`src/rtl/cu_pkg.sv`:
```
// Shared types and encodings for the multicycle control unit.
package cu_pkg;

  typedef enum logic [3:0] {
    S_FETCH, S_DECODE, S_MEMADR, S_MEMRD, S_MEMWR,
    S_MEMWB, S_EXECR, S_EXECI, S_ALUWB, S_BRANCH
  } state_t;

  localparam logic [2:0] ALU_ADD = 3'b000;
  localparam logic [2:0] ALU_SUB = 3'b001;
  localparam logic [2:0] ALU_AND = 3'b010;
  localparam logic [2:0] ALU_ORR = 3'b011;
  localparam logic [2:0] ALU_EOR = 3'b100;
  localparam logic [2:0] ALU_MOV = 3'b101;
  localparam logic [2:0] ALU_LSR = 3'b110;

  localparam logic [1:0] OP_DP  = 2'b00;
  localparam logic [1:0] OP_MEM = 2'b01;
  localparam logic [1:0] OP_BR  = 2'b10;
  localparam logic [1:0] OP_ILL = 2'b11;

  localparam logic [3:0] CMD_AND = 4'b0000;
  localparam logic [3:0] CMD_EOR = 4'b0001;
  localparam logic [3:0] CMD_SUB = 4'b0010;
  localparam logic [3:0] CMD_ADD = 4'b0100;
  localparam logic [3:0] CMD_CMP = 4'b1010;
  localparam logic [3:0] CMD_ORR = 4'b1100;
  localparam logic [3:0] CMD_MOV = 4'b1101;

  localparam logic [3:0] COND_EQ = 4'h0, COND_NE = 4'h1, COND_CS = 4'h2, COND_CC = 4'h3;
  localparam logic [3:0] COND_MI = 4'h4, COND_PL = 4'h5, COND_VS = 4'h6, COND_VC = 4'h7;
  localparam logic [3:0] COND_HI = 4'h8, COND_LS = 4'h9, COND_GE = 4'hA, COND_LT = 4'hB;
  localparam logic [3:0] COND_GT = 4'hC, COND_LE = 4'hD, COND_AL = 4'hE, COND_NV = 4'hF;

  function automatic logic [2:0] cmd_alu(input logic [3:0] cmd, input logic [1:0] sh);
    case (cmd)
      CMD_ADD:          return ALU_ADD;
      CMD_SUB, CMD_CMP: return ALU_SUB;
      CMD_AND:          return ALU_AND;
      CMD_ORR:          return ALU_ORR;
      CMD_EOR:          return ALU_EOR;
      CMD_MOV:          return (sh == 2'b01) ? ALU_LSR : ALU_MOV;
      default:          return ALU_ADD;
    endcase
  endfunction

  function automatic logic cmd_known(input logic [3:0] cmd);
    case (cmd)
      CMD_ADD, CMD_SUB, CMD_CMP, CMD_AND, CMD_ORR, CMD_EOR, CMD_MOV: return 1'b1;
      default: return 1'b0;
    endcase
  endfunction

endpackage

```
`src/rtl/cu_cond_check.sv`:
```
// Condition-code evaluation: cond field against NZCV. 1111 never executes.
module cu_cond_check
  import cu_pkg::*;
(
  input  logic [3:0] cond,
  input  logic [3:0] flags,
  output logic       cond_ex
);

  logic n, z, c, v;
  assign {n, z, c, v} = flags;

  always_comb begin
    cond_ex = 1'b0;
    case (cond)
      COND_EQ: cond_ex = z;
      COND_NE: cond_ex = ~z;
      COND_CS: cond_ex = c;
      COND_CC: cond_ex = ~c;
      COND_MI: cond_ex = n;
      COND_PL: cond_ex = ~n;
      COND_VS: cond_ex = v;
      COND_VC: cond_ex = ~v;
      COND_HI: cond_ex = c & ~z;
      COND_LS: cond_ex = ~c | z;
      COND_GE: cond_ex = (n == v);
      COND_LT: cond_ex = (n != v);
      COND_GT: cond_ex = ~z & (n == v);
      COND_LE: cond_ex = z | (n != v);
      COND_AL: cond_ex = 1'b1;
      default: cond_ex = 1'b0;
    endcase
  end

endmodule

```
`src/rtl/cu_multicycle_ctrl.sv`:
```
// Multicycle ARM-subset control FSM with NZCV register and memory wait-state handshake.
module cu_multicycle_ctrl
  import cu_pkg::*;
#(
  parameter int         ALUCTRL_W     = 3,
  parameter bit         MEM_HANDSHAKE = 1'b1,
  parameter logic [3:0] FLAGS_RST     = 4'b0000
) (
  input  logic                 clk,
  input  logic                 rst_n,
  input  logic [3:0]           cond,
  input  logic [1:0]           op,
  input  logic [5:0]           funct,
  input  logic [3:0]           rd,
  input  logic [1:0]           sh,
  input  logic [3:0]           alu_flags,
  input  logic                 mem_ready,
  output logic                 pc_write,
  output logic                 adr_src,
  output logic                 mem_w,
  output logic                 ir_write,
  output logic                 reg_w,
  output logic [1:0]           result_src,
  output logic [1:0]           alu_src_a,
  output logic [1:0]           alu_src_b,
  output logic [1:0]           imm_src,
  output logic [1:0]           reg_src,
  output logic [ALUCTRL_W-1:0] alu_ctrl,
  output logic [3:0]           flags,
  output logic                 illegal_op
);

  state_t     state;
  logic [1:0] op_q;
  logic [4:0] funct_q;
  logic [3:0] rd_q;
  logic [1:0] sh_q;
  logic       cond_ex_q;
  logic [3:0] flags_q;
  logic       cond_ex;
  logic       ready;

  assign ready = MEM_HANDSHAKE ? mem_ready : 1'b1;

  cu_cond_check u_cond (.cond(cond), .flags(flags_q), .cond_ex(cond_ex));

  logic [3:0] cmd_q;
  logic       is_cmp, is_arith, no_write, set_flags;
  assign cmd_q     = funct_q[4:1];
  assign is_cmp    = (cmd_q == CMD_CMP);
  assign is_arith  = (cmd_q == CMD_ADD) | (cmd_q == CMD_SUB) | is_cmp;
  assign no_write  = is_cmp | ~cmd_known(cmd_q);
  assign set_flags = funct_q[0] | is_cmp;

  always_ff @(posedge clk) begin
    if (!rst_n) begin
      state     <= S_FETCH;
      flags_q   <= FLAGS_RST;
      op_q      <= OP_DP;
      funct_q   <= '0;
      rd_q      <= '0;
      sh_q      <= '0;
      cond_ex_q <= 1'b0;
    end else begin
      case (state)
        S_FETCH:  if (ready) state <= S_DECODE;
        S_DECODE: begin
          // Later states use only these copies; the IR inputs may move on.
          op_q      <= op;
          funct_q   <= funct[4:0];
          rd_q      <= rd;
          sh_q      <= sh;
          cond_ex_q <= cond_ex;
          if (!cond_ex) state <= S_FETCH;
          else begin
            case (op)
              OP_DP:   state <= funct[5] ? S_EXECI : S_EXECR;
              OP_MEM:  state <= S_MEMADR;
              OP_BR:   state <= S_BRANCH;
              default: state <= S_FETCH;
            endcase
          end
        end
        S_MEMADR: state <= funct_q[0] ? S_MEMRD : S_MEMWR;
        S_MEMRD:  if (ready) state <= S_MEMWB;
        S_MEMWR:  if (ready) state <= S_FETCH;
        S_EXECR, S_EXECI: begin
          state <= S_ALUWB;
          if (cond_ex_q && set_flags) begin
            flags_q[3:2] <= alu_flags[3:2];
            if (is_arith) flags_q[1:0] <= alu_flags[1:0];
          end
        end
        default:  state <= S_FETCH;
      endcase
    end
  end

  logic       pc_w, ir_w, mem_w_i, reg_w_i, ill;
  logic [2:0] alu3;
  logic [1:0] f_op;

  always_comb begin
    pc_w       = 1'b0;
    ir_w       = 1'b0;
    mem_w_i    = 1'b0;
    reg_w_i    = 1'b0;
    ill        = 1'b0;
    adr_src    = 1'b0;
    result_src = 2'b00;
    alu_src_a  = 2'b00;
    alu_src_b  = 2'b00;
    alu3       = ALU_ADD;
    // DECODE drives register reads, so it must see the live opcode.
    f_op       = (state == S_DECODE) ? op : op_q;
    imm_src    = (f_op == OP_ILL) ? 2'b00 : f_op;
    reg_src    = {f_op == OP_MEM, f_op == OP_BR};
    case (state)
      S_FETCH: begin
        alu_src_a  = 2'b01;
        alu_src_b  = 2'b10;
        result_src = 2'b10;
        ir_w       = ready;
        pc_w       = ready;
      end
      S_DECODE: begin
        alu_src_a = 2'b01;
        alu_src_b = 2'b10;
        ill       = (op == OP_ILL);
      end
      S_MEMADR: alu_src_b = 2'b01;
      S_MEMRD:  adr_src = 1'b1;
      S_MEMWR: begin
        adr_src = 1'b1;
        mem_w_i = 1'b1;
      end
      S_MEMWB: begin
        result_src = 2'b01;
        reg_w_i    = 1'b1;
        pc_w       = (rd_q == 4'hF);
      end
      S_EXECR:  alu3 = cmd_alu(cmd_q, sh_q);
      S_EXECI: begin
        alu_src_b = 2'b01;
        alu3      = cmd_alu(cmd_q, sh_q);
      end
      S_ALUWB: begin
        reg_w_i = ~no_write;
        pc_w    = ~no_write & (rd_q == 4'hF);
      end
      S_BRANCH: begin
        alu_src_a  = 2'b10;
        alu_src_b  = 2'b01;
        result_src = 2'b10;
        pc_w       = 1'b1;
      end
      default: ;
    endcase
  end

  assign pc_write   = rst_n & pc_w;
  assign ir_write   = rst_n & ir_w;
  assign mem_w      = rst_n & mem_w_i;
  assign reg_w      = rst_n & reg_w_i;
  assign illegal_op = rst_n & ill;
  assign alu_ctrl   = ALUCTRL_W'(alu3);
  assign flags      = flags_q;

endmodule

```
`config.mk`:
```
export PLATFORM = sky130hd
export DESIGN_NAME = cu_multicycle_ctrl
export DESIGN_NICKNAME = d
export VERILOG_FILES = /design/src/rtl/cu_pkg.sv /design/src/rtl/cu_cond_check.sv /design/src/rtl/cu_multicycle_ctrl.sv
export SDC_FILE = /design/constraint.sdc
export NUM_CORES = 1
export LEC_CHECK = 0
export BUFFER_PORTS_ARGS = -buffer_cell sky130_fd_sc_hd__buf_2
export CELL_PAD_IN_SITES_DETAIL_PLACEMENT = 1
export CELL_PAD_IN_SITES_GLOBAL_PLACEMENT = 1
export CORE_UTILIZATION = 35
export DETAILED_ROUTE_END_ITERATION = 12
export PLACE_DENSITY_LB_ADDON = 0.1
export SYNTH_ARGS = -nofsm -noshare
export SYNTH_HDL_FRONTEND = slang
export SYNTH_SLANG_ARGS = --single-unit
```
`constraint.sdc`:
```
create_clock -name clk -period 2.1 [get_ports clk]
set_clock_uncertainty 0.05 [all_clocks]
set_input_delay 0.21 -clock clk [delete_from_list [all_inputs] [get_ports clk]]
set_output_delay 0.21 -clock clk [all_outputs]
set_load 0.01 [all_outputs]
```
==> results of run 1 <==
[layout make-up]
cell class	count	area, sq um	share of cell area (%)
inverters	3	11.3	0.637
clock buffers	3	41.3	2.34
repair buffers	54	288	16.3
flip-flops and latches	22	444	25.1
well taps	48	60.1	3.40
multi-input cells	157	923	52.2
[worst register-to-register path, stage by stage, from the launching register on]
cell,delay [ps]
dfxtp_1,350
xor2_1,180
or4b_1,470
nand2_1,80
a221o_2,160
nand2_4,70
o41ai_2,310
[placed cells by master (no fill, tap or decap), types with 2 or more instances in the layout]
master	synthesis	layout
nand2_1	43	43
clkbuf_8	0	3
nor2b_1	7	7
nor2_1	18	18
o22ai_1	2	2
nor4_1	3	2
buf_4	3	7
a22oi_1	4	4
a21oi_1	18	17
nor3_1	8	8
dfxtp_1	22	19
nand2b_1	7	7
nand3b_1	3	3
a32oi_1	2	2
buf_2	1	47
xnor2_1	3	3
or3_1	3	3
mux2i_1	4	4
and3b_1	2	2
o41ai_2	2	2
dfxtp_2	0	3
inv_1	3	3
xor2_1	4	4
o21ai_0	7	7
[state kept, by name, indices dropped and copies added (netlist names)]
signal,count
funct_q,5
flags,4
rd_q,4
state,4
op_q,2
sh_q,2
cond_ex_q,1
[per-layer routing]
layer  GRT usage, %  part of all wire (%)  vias up
met5              0                     0        -
met4           3.72                  0.45        0
met1           25.9                    47      723
met2           35.8                    49       36
li1               -                     -      774
met3           3.79                   3.5        2
[synthesized netlist by cell type]
cell	count	area share [%]
nand2b_1	7	3.0
dfxtp_1	22	30
o311ai_0	1	0.61
nand3b_1	3	1.6
nand2_1	43	11
or4b_1	1	0.69
nor4b_2	1	1.0
or3_1	3	1.3
a31oi_1	1	0.43
nor2b_1	7	3.0
nand4_1	1	0.43
a221o_2	1	0.78
nor4_1	3	1.3
nor3_4	1	1.1
xnor2_1	3	1.8
mux2_2	1	0.78
a21oi_1	18	6.2
mux2i_1	4	2.8
buf_4	3	1.6
o41ai_2	2	2.3
buf_2	1	0.35
and3b_1	2	1.2
nor2_1	18	4.7
buf_6	1	0.78
o32ai_1	1	0.61
o2111ai_1	1	0.61
nor3b_1	1	0.52
and3_1	1	0.43
inv_1	3	0.78
nor3_1	8	2.8
a32oi_1	2	1.2
o32a_1	1	0.69
clkbuf_1	11	2.9
o22ai_1	2	0.87
nand3_1	1	0.35
o21ai_0	7	2.4
a211o_1	1	0.61
xor2_1	4	2.4
nand4b_1	1	0.61
a22oi_1	4	2.1
nand2_4	1	0.78
[cell families after synthesis]
logic type	synth area share [%]
AO/OA/AOI/OAI	19.4
buffers and inverters	6.32
flip-flops	30.5
XOR/XNOR	4.24
AND/OR/NAND/NOR	36.0
multiplexers	3.55
[power by group through the flow]
stage | clock network (mW) | registers [mW] | logic [mW]
6_report | 0.254 | 0.458 | 0.206
5_1_grt | 0.278 | 0.462 | 0.229
4_1_cts | 0.266 | 0.457 | 0.207
3_5_place_dp | 0 | 0.467 | 0.206
3_3_place_gp | 0 | 0.465 | 0.197
2_1_floorplan | 0 | 0.457 | 0.139
[how the worst max path moves through the flow]
stage | start | to | slack (ps) | cells past startpoint
after detailed placement | state[3] | pc_write | 260 | 6
after CTS | state[2] | pc_write | 30 | 6
after global placement | state[0] | state[0] | 370 | 5
after floorplan | state[2] | reg_src[0] | 270 | 7
after global routing | state[0] | imm_src[1] | 0.4 | 5
final | state[0] | imm_src[1] | 110 | 5
==> reports/summary.md, run 1 <==
The die area came out at 4390 sq um. The count of maximum capacitance violations was 0. Along the worst hold path, the cell count comes to 3. Setup slack on the worst reg-to-reg path comes out at 350 ps.

Traced cell by cell, the critical path runs through nand2b_1 > or3_1 > nand3b_1 > nand2_1 > buf_2. The number of synthesis warnings was 0. The number of inserted filler cells in the final layout was 502; the clock sink total was 22.

Number of standard cells in the layout, taps in and fillers out: 287. The worst hold path belongs to the class primary input to flip-flop. Port buffering added 47 buffers.

The count of cells along the worst register-to-register path is 6. The run gives 3 as the number of buffers created by CTS. The run gives 89 as the starting DRC count in detailed routing. Detailed placement finished with a half-perimeter wire length of 3.30 mm. Setup repair after global routing left no endpoint under its margin. The cell count after placement is 284. VDD sags by at most 0.000303 V. Counting every net in the synthesized netlist gives 223. Net count of the finished layout: 266. Global routing used 20.4% of the available tracks. Destination of the worst register-to-register timing path: state[0].

After detailed routing, the average wire length per cell comes to 14.8 um. TritonCTS built the clock tree. The initial antenna violation count was 0. The critical path is of the flip-flop to output port type. The tools report the root buffer cell as clkbuf_8.

Before antenna repair, the detailed router went through 4 iterations. The run gives 2 as the maximum clock insertion buffer count. On the critical path, the stage with the largest delay is an instance of dfxtp_1. Entering global routing, the biggest net connects 25 pins. For the worst setup path, the data required time is 1840 ps. The tools report the kind of end point of the critical path as an output port.

The cell area that synthesis handed to floorplanning was 1450 sq um. The floorplan has 22 rows. Setup violations remaining at the end of the flow were counted as 0.

The count of pins over their slew limit was 0; the global-route congestion overflow total was 0. The tools report the worst min-delay path endpoint as funct_q[3]. The clock input transition at the sequential cells of the worst setup and hold paths was 80 ps; the sequential fraction of the synthesis area was 30.5%.

The floorplan step set the die width to 66.3 um. The via count of the first global-routing pass was 1,491; the wire length of the first global-routing pass was 6.91 mm. The reg-to-reg critical path startpoint is flags[0]. The floorplan die height is 66.3 um, and the number of inserted diodes is 0.

The average instance in the mapped netlist occupies 7.30 sq um. The measured slew at the worst slew-check pin was 462 ps; the register bit count reported by yosys was 22. The final number of hold-violating endpoints came out at 0.

Category of the worst setup path launch point: a flip-flop. The tools report the relative slew slack as 69.1%. The run gives 0 ps as the sum of negative setup slack.

Derived from the worst setup path, the maximum achievable clock frequency is 502 MHz. The H-tree depth came out at 1. In the routed design, unresolved DRC markers number 0. The stage delay of the slowest cell on the critical path was 470 ps; the post-route total power was 918 uW.

The number of buffers and inverters on the critical path was 1; the post-CTS setup-driven buffer insertion count was 0. 48 I/O pins were placed. Cell internal power was estimated by the tool at 650 uW. The tools report the clock insertion delay at the later pin of the skew report as 260 ps. Once routing completed, OpenROAD measured the worst setup slack at 108 ps. The routed design could run at a clock period as short as 1990 ps. After detailed routing, the total wire length is 4.24 mm. Combinational logic is responsible for 22.5% of the overall power. In this run the most critical hold path is launched from funct[3]. Final design area excluding fillers: 1770 sq um.

Relative to the synthesized area, the layout overhead comes to 22.3%. The congestion estimate from routability-driven global placement came to 0.827. Buffers inserted to repair hold after CTS numbered 0. The via-per-instance ratio is 5.35, and the peak fanout along the critical path is 7. The post-route netlist has 28.9% of its cells at a drive strength greater than 1. The total power density per cell area was 519 nW/um^2.

The run finished with clean final reports. The share of total power dissipated in sequential elements is 49.9%. The count of antenna-violating nets left after detailed routing is 0. The initial utilization of the core area, before any placement, comes to 38.0%.

The run gives 46.5% as the post-layout utilization of the core. The count of unique library cells instantiated by Yosys was 41; the worst hold margin was 132 ps. The total area inside the core boundary comes to 3800 sq um. Net switching is 29.1% of the power.

For the leakage power of the design, the log shows 0.772 nW. The post-placement worst setup slack was 259 ps. For the share of power burned in the clock network, the log shows 27.6%. The count of vias placed by the detailed router came out at 1,535. The run gives 1 as the post-CTS resize count. The tools report the gate count of the mapped netlist as 198.

The net switching component of the power was 267 uW; the share of the cycle needed by the critical path after routing was 94.9%. The cell class contributing the biggest share of worst-path delay was simple AND/OR/NAND/NOR gates. At the worst endpoint, the arrival time is 1730 ps. After detailed placement, the total cell area comes to 1710 sq um.
Power figures use the tool's default switching activity.
==> run 2: changes to the inputs <==
==> constraint.sdc (replaced) <==
create_clock -name clk -period 2.1 [get_ports clk]
set_clock_uncertainty 0.05 [all_clocks]
set_input_delay 0.42 -clock clk [delete_from_list [all_inputs] [get_ports clk]]
set_output_delay 0.42 -clock clk [all_outputs]
set_load 0.01 [all_outputs]
==> reports/summary.md, run 2 (same netlist as run 1, synthesis figures left out) <==
The run finished with clean final reports. More flip-flops sit in one register than any other, and that register is funct_q. The peak fanout along the critical path is 8 (+1). The tools report the worst endpoint data arrival time as 1590 ps (-140 ps).

The worst setup path is of the flip-flop to output port kind. The logs give 0 (unchanged) for the count of maximum capacitance violations and 34.7% (-1.1 points) for the global routing met2 resource utilization. The net count of the finished layout is 267 (+0.38%), and the global placer's final weighted congestion is 0.876 (+5.8%). The tools report the H-tree depth as 1 (unchanged). STA classifies the critical path endpoint as an output port. The count of pins over their slew limit is 0 (unchanged). The count of vias placed by the detailed router was 1,554 (+1.2%). Worst min-delay path category: primary input to flip-flop. The run gives 24 (-4.0%) as the maximum number of pins on one net before global-route repair. Total power density per cell area: 584 nW/um^2 (+13%). The tools report the hold buffer count at cts as 0 (unchanged). The run gives 1720 sq um (+0.44%) as the post-placement cell area. The number of flip-flops in the largest register works out to 5 (unchanged). The count of antenna-violating nets left after detailed routing is 0 (unchanged), and the number of I/O port buffers is 47 (unchanged). The run gives 0.000295 V (-2.6%) as the peak supply drop. TritonCTS built the clock tree.

Setup repair after global routing could not meet its margin everywhere. For the boundary pin count, the log shows 48 (unchanged). The clock insertion delay at the later pin of the skew report was 270 ps (about the same); the floorplan die height was 66.3 um (unchanged). The final design area excluding fillers was 1820 sq um (+3.2%). The tools report the post-route total power as 1.07 mW (+16%).

The most congested layer reported by global routing was met2. The count of cells along the worst register-to-register path works out to 6 (unchanged). The tools report the fraction of met3 tracks used by global routing as 2.59% (-1.2 points).

The share of the cycle needed by the critical path after routing works out to 98.2% (+3.3 points). The initial antenna violation count is 0 (unchanged). The maximum clock insertion buffer count was 2 (unchanged). Traced cell by cell, the critical path runs through nand2b_1 > a21oi_1 > a31oi_1 > o32a_1 > nor4_1 > buf_2.

The stage delay of the slowest cell on the critical path works out to 380 ps (-90 ps). The cell depth of the worst hold path is 3 (unchanged). Leaving out fill and tap cells, the most frequent cells in the layout are buf_2, nand2_1, nor2_1, a21oi_1, dfxtp_1.

The final number of hold-violating endpoints came out at 0 (unchanged). CTS placed an instance of clkbuf_8 at the clock tree root. The half-perimeter wire length of the detailed placement result is 3.30 mm (about the same), and the met1 track demand over resource in global routing is 28.5% (+2.6 points). The logs give 22 (unchanged) for the site row count and 22 (unchanged) for the clock sink total. The number of inserted filler cells in the final layout was 509 (+1.4%). Final critical delay including setup and external delays: 2060 ps (+69.8 ps). The worst register-to-register path ends at flags[0]. The number of inserted diodes is 0 (unchanged), and the overall fraction of global-route tracks in use is 20.7% (+0.30 points). Leaving out fill and tap cells, the most frequent cell in the layout is buf_2. The via-per-instance ratio was 5.38 (+0.54%). The total detailed-routing wirelength is 4.34 mm (+2.3%), and the measured slew at the worst slew-check pin is 400 ps (-62.1 ps). For the leakage power of the design, the log shows 0.797 nW (+3.3%). The sum of negative setup slack came out at 0 ps (unchanged).

The maximum clock rate came out at 485 MHz (-3.4%). The logs give 4390 sq um (unchanged) for the die area and 38.0% (unchanged) for the initial cell density of the core. The number of buffers created by CTS is 3 (unchanged), and the total setup violations reported at the end of the flow is 0 (unchanged). Category of the worst setup path launch point: a flip-flop. The relative slew slack is 73.3% (+4.2 points).

The run gives 0 (unchanged) as the global-route congestion overflow total. The flop-to-flop setup slack was 230 ps (-120 ps); the required arrival time at the worst endpoint was 1630 ps (-210 ps). The largest individual stage delay along the critical path comes from the cell dfxtp_4. The share of cells above drive strength 1 works out to 31.5% (+2.7 points). The most critical setup path has its endpoint at pc_write.

The worst register-to-register path begins at funct_q[2]. Clock input transition at the sequential cells of the worst setup and hold paths: 80 ps (about the same). Via count of the first global-routing pass: 1,455 (-2.4%).

The starting DRC count in detailed routing was 77 (-13%); the overall die width was 66.3 um (unchanged). The logs give 3800 sq um (unchanged) for the area of the core and 6.97 mm (+0.81%) for the wire length of the first global-routing pass. Average wire length per cell after detail routing: 15.0 um (+1.6%).

Compared with the post-synthesis result, the final layout area differs by 26.2%. The tools report the detailed-router iteration count before antenna repair as 4 (unchanged). The post-layout utilization of the core came out at 48.0% (+1.5 points).

Start point of the critical path: state[1]. The run gives 0 (unchanged) as the post-CTS setup-driven buffer insertion count. Post-route DRC violation count: 0 (unchanged).
[run 2: changes by cell type in the layout (fill, tap and decap cells not counted), sizes merged]
cell    before  now
bufinv       0    1
buf         54   55
[run 2: worst min path at each step]
stage	from	end	slack [ps]
after detailed placement	rd_q[2]	rd_q[2]	410
after floorplan	sh_q[1]	sh_q[1]	380
final	funct[3]	funct_q[3]	320
after global routing	funct[3]	funct_q[3]	330
after global placement	sh_q[1]	sh_q[1]	390
after CTS	funct[3]	funct_q[3]	320
[run 2: critical path, delay by kind of cell (launching register included)]
family	cells	cell delay [ps]
flip-flops	1	380
AO/OA/AOI/OAI	3	420
AND/OR/NAND/NOR	2	350
buffers and inverters	1	170
[run 2: metal layers]
layer  wire (um)  vias to the layer above  share of wire [%]
li1            -                      775                  -
met1        2070                      740                 48
met2        2070                       36                 48
met3         172                        3                4.0
met4          25                        0               0.58
met5           0                        -                  0
[run 2: final cells by class]
| type | count | area, sq um | share of cell area [%] |
|---|---|---|---|
| Clock buffer | 3 | 41.3 | 2.26 |
| Timing Repair Buffer | 55 | 295 | 16.2 |
| Sequential cell | 22 | 453 | 24.8 |
| Inverter | 3 | 11.3 | 0.617 |
| Clock inverter | 1 | 30.0 | 1.65 |
| Tap cell | 48 | 60.1 | 3.29 |
| Multi-Input combinational cell | 157 | 933 | 51.2 |
[run 2: metrics by stage]
stage / instances / setup WS [ps] / hold slack, ps
after floorplan: 198 / 57.2 / 381
after global placement: 285 / 189 / 393
after detailed placement: 285 / 122 / 407
after CTS: 289 / 11.2 / 322
after global routing: 289 / -65.8 / 328
final: 289 / 38.0 / 324
[run 2: repair_timing]
action	CTS	global route
pin swaps	0	2
endpoints found under the setup margin	7	7
gates resized for setup	4	9
cloned	0	0
[run 2: report_power, final]
group	leakage [nW]	total (mW)	internal [mW]	switching, mW
Combinational	0.580	0.211	0.0908	0.120
Clock	0.0357	0.398	0.255	0.143
Sequential	0.182	0.457	0.434	0.0227
==> run 3: changes to the inputs <==
--- a/config.mk
+++ b/config.mk
@@ -5,12 +5,13 @@
 export SDC_FILE = /design/constraint.sdc
 export NUM_CORES = 1
 export LEC_CHECK = 0
-export BUFFER_PORTS_ARGS = -buffer_cell sky130_fd_sc_hd__buf_2
 export CELL_PAD_IN_SITES_DETAIL_PLACEMENT = 1
 export CELL_PAD_IN_SITES_GLOBAL_PLACEMENT = 1
-export CORE_UTILIZATION = 35
+export CORE_UTILIZATION = 44
 export DETAILED_ROUTE_END_ITERATION = 12
+export DONT_BUFFER_PORTS = 1
 export PLACE_DENSITY_LB_ADDON = 0.1
 export SYNTH_ARGS = -nofsm -noshare
 export SYNTH_HDL_FRONTEND = slang
+export SYNTH_HIERARCHICAL = 1
 export SYNTH_SLANG_ARGS = --single-unit
==> reports/summary.md, run 3 <==
Total detailed-routing wirelength: 4.05 mm (-6.7%). The logs give 0 (unchanged) for the final number of hold-violating endpoints and 48 (unchanged) for the boundary pin count. The checks that failed: setup timing.

Area of the core: 3360 sq um (-11%). For the number of inserted diodes, the log shows 0 (unchanged). In the synthesized netlist the dominant register cell turns out to be dfxtp_1. Number of nets in the synthesized netlist: 229 (+2.7%). The count of vias placed by the detailed router was 1,449 (-6.8%); the number of flip-flops in the largest register was 5 (unchanged). The number of buffers created by CTS is 3 (unchanged). The post-layout utilization of the core was 51.3% (+3.3 points); the clock sink total was 22 (unchanged).

The logs give 246 (-14%) for the cell count after placement and 0 (unchanged) for the count of antenna-violating nets left after detailed routing. Among all stages on the critical path, the largest delay is contributed by dfxtp_4. The sequential fraction of the synthesis area was 28.3% (-2.2 points). The library cells used most frequently in the layout, excluding fill and tap cells, are nand2_1, buf_4, dfxtp_1. The register bit count reported by yosys was 22 (unchanged); the leakage power of the design was 0.609 nW (-24%).

The worst setup path is captured at an output port. The via count of the first global-routing pass is 1,368 (-6.0%). The critical path is of the flip-flop to output port type.

The maximum clock rate is 475 MHz (-2.0%), and the count of unique library cells instantiated by Yosys is 54 (+32%). Measured slew at the worst slew-check pin: 479 ps (+79.4 ps). Traced cell by cell, the critical path runs through or3b_4 > a211oi_2 > nand3_1 > o31ai_1 > buf_4. The required arrival time at the worst endpoint is 1630 ps (about the same). In the post-synthesis netlist, the biggest area contributors are dfxtp_1, nand2_1, a21boi_0.

The number of buffers and inverters on the critical path came out at 1 (unchanged). The count of pins over their slew limit was 0 (unchanged); the hold buffer count at cts was 0 (unchanged). The post-synthesis average cell area works out to 7.64 sq um (+4.7%). For the area of the mapped netlist, the log shows 1560 sq um (+7.9%). After synthesis, the most frequently instantiated cells are nand2_1, dfxtp_1, a21boi_0, nor2b_1. The logs give 1640 ps (+50 ps) for the worst endpoint data arrival time and -5.13 ps (-43.1 ps) for the post-route worst setup slack.

The tools report the net count of the finished layout as 232 (-13%). CTS placed an instance of clkbuf_4 at the clock tree root. Setup repair after global routing could not meet its margin everywhere. The starting DRC count in detailed routing is 77 (unchanged), and the wire length of the first global-routing pass is 6.35 mm (-8.8%).

The stage delay of the slowest cell on the critical path was 400 ps (+20 ps); the number of synthesis warnings was 6 (+6). The path class of the tightest hold or removal check is primary input to flip-flop. The overall fraction of global-route tracks in use came out at 22.7% (+2.0 points). Largest register by flop count: funct_q.

The tools report the category of the worst setup path launch point as a flip-flop. Broken down by cell family, the worst path's largest delay share belongs to simple AND/OR/NAND/NOR gates. The tools report the post-placement worst setup slack as 151 ps (+29.1 ps). The peak fanout along the critical path was 8 (unchanged). The via-per-instance ratio came out at 5.75 (+6.9%). The library cell used most frequently in the layout, excluding fill and tap cells, is nand2_1. In the post-synthesis netlist, the cell with the most instances is nand2_1. The post-route DRC violation count was 0 (unchanged). The site row count is 21 (-4.5%), and the total power density per cell area is 564 nW/um^2 (-3.5%). The overall die width came out at 61.5 um (-7.1%). Total setup violations reported at the end of the flow: 1 (+1).

The run gives 252 (-13%) as the number of standard cells in the layout, taps in and fillers out. The average wire length per cell after detail routing was 16.1 um (+7.0%). Sum of negative setup slack: -5.13 ps (-5.13 ps). The run gives 0 (unchanged) as the initial antenna violation count.

The floorplan die height works out to 61.5 um (-7.1%). TritonCTS built the clock tree. The clock input transition at the sequential cells of the worst setup and hold paths is 120 ps (+40 ps). The detailed-router iteration count before antenna repair came out at 4 (unchanged). The share of cells above drive strength 1 works out to 20.4% (-11 points). The library cell with the largest summed area after synthesis is dfxtp_1. For the half-perimeter wire length of the detailed placement result, the log shows 3.00 mm (-9.2%).

Number of I/O port buffers: 0 (-100%). The gate count of the mapped netlist was 204 (+3.0%). For the global-route congestion overflow total, the log shows 0 (unchanged).

The count of maximum capacitance violations was 0 (unchanged); the initial cell density of the core was 46.4% (+8.3 points). The peak supply drop is 0.000461 V (+56%). The share of the cycle needed by the critical path after routing was 100% (+2.1 points); the maximum clock insertion buffer count was 2 (unchanged). The global placer's final weighted congestion was 0.799 (-8.8%); the final critical delay including setup and external delays was 2110 ps (+43.1 ps). The logs give 3790 sq um (-14%) for the die area and 1 (unchanged) for the H-tree depth. The maximum number of pins on one net before global-route repair was 31 (+29%). The relative slew slack was 67.8% (-5.4 points). The run finished, with violations left.

The number of enable-type register cells in the synthesized netlist is 0 (unchanged). The clock insertion delay at the later pin of the skew report was 310 ps (+40 ps); the proportion of netlist area held by the largest area contributor was 28.3% (-2.2 points). The share of synthesized flip-flops with an asynchronous set or reset was 0% (unchanged); the post-route total power was 973 uW (-8.7%). The area growth from synthesis to layout came out at 10.8%.
run 3: cell types whose count changed in the layout (fill, tap and decap cells not counted), sizes merged, moves of 6 or more:
cell,previous run,this run
buf,55,16
nand2,44,37
a21boi,0,15
a21oi,18,7
nor2,18,11
nor2b,7,13
run 3: layout make-up:
class | count | area, sq um
Clock buffer | 4 | 36.3
Fill cell | 438 | 1640
Inverter | 1 | 3.75
Multi-Input combinational cell | 163 | 1050
Sequential cell | 22 | 454
Tap cell | 46 | 57.6
Timing Repair Buffer | 16 | 120
run 3: kinds of logic after synthesis:
group                  share of synthesized area [%]
AND/OR/NAND/NOR                                 36.7
buffers and inverters                           6.02
AO/OA/AOI/OAI                                   22.8
flip-flops                                      28.3
XOR/XNOR                                        3.29
multiplexers                                    2.97
run 3: worst register-to-register path: stages (launching register included):
cell,delay [ps]
dfxtp_1,550
xnor2_2,140
a221oi_1,290
a211o_1,130
a211o_1,170
nand2_2,80
or3_1,320
a21oi_1,140
run 3: metrics by stage:
stage | hold slack (ps) | cell area [sq um]
finish | 178 | 1730
global route | 156 | 1730
CTS | 160 | 1720
detailed placement | 405 | 1630
global placement | 395 | 1630
floorplan | 386 | 1560
run 3: final timing paths:
| check | from | to | slack, ps | cells after the start |
|---|---|---|---|---|
| worst min-delay path | sh[0] | sh_q[0] | 180 | 2 |
| worst max register to register | flags[3] | state[2] | 160 | 7 |
| worst max-delay path | state[3] | pc_write | -5 | 5 |
| worst min register to register | sh_q[1] | sh_q[1] | 420 | 2 |
run 3: metal layers:
layer  routed length [um]  global-route usage (%)  vias to the layer above
met3                  235                    3.78                        4
li1                     -                       -                      724
met4                   41                    10.2                        0
met5                    0                       0                        -
met1                 1770                    27.6                      682
met2                 2000                    39.3                       39
run 3: where the power goes:
group,internal (mW),switching (mW)
Clock,0.106,0.130
Sequential,0.446,0.0372
Combinational,0.128,0.126
Total,0.680,0.293
run 3: timing repair:
| item | CTS | global route |
|---|---|---|
| endpoints found under the setup margin | 7 | 7 |
| resized for setup | 14 | 5 |
| setup buffers | 2 | 0 |
| pin swaps | 4 | 0 |
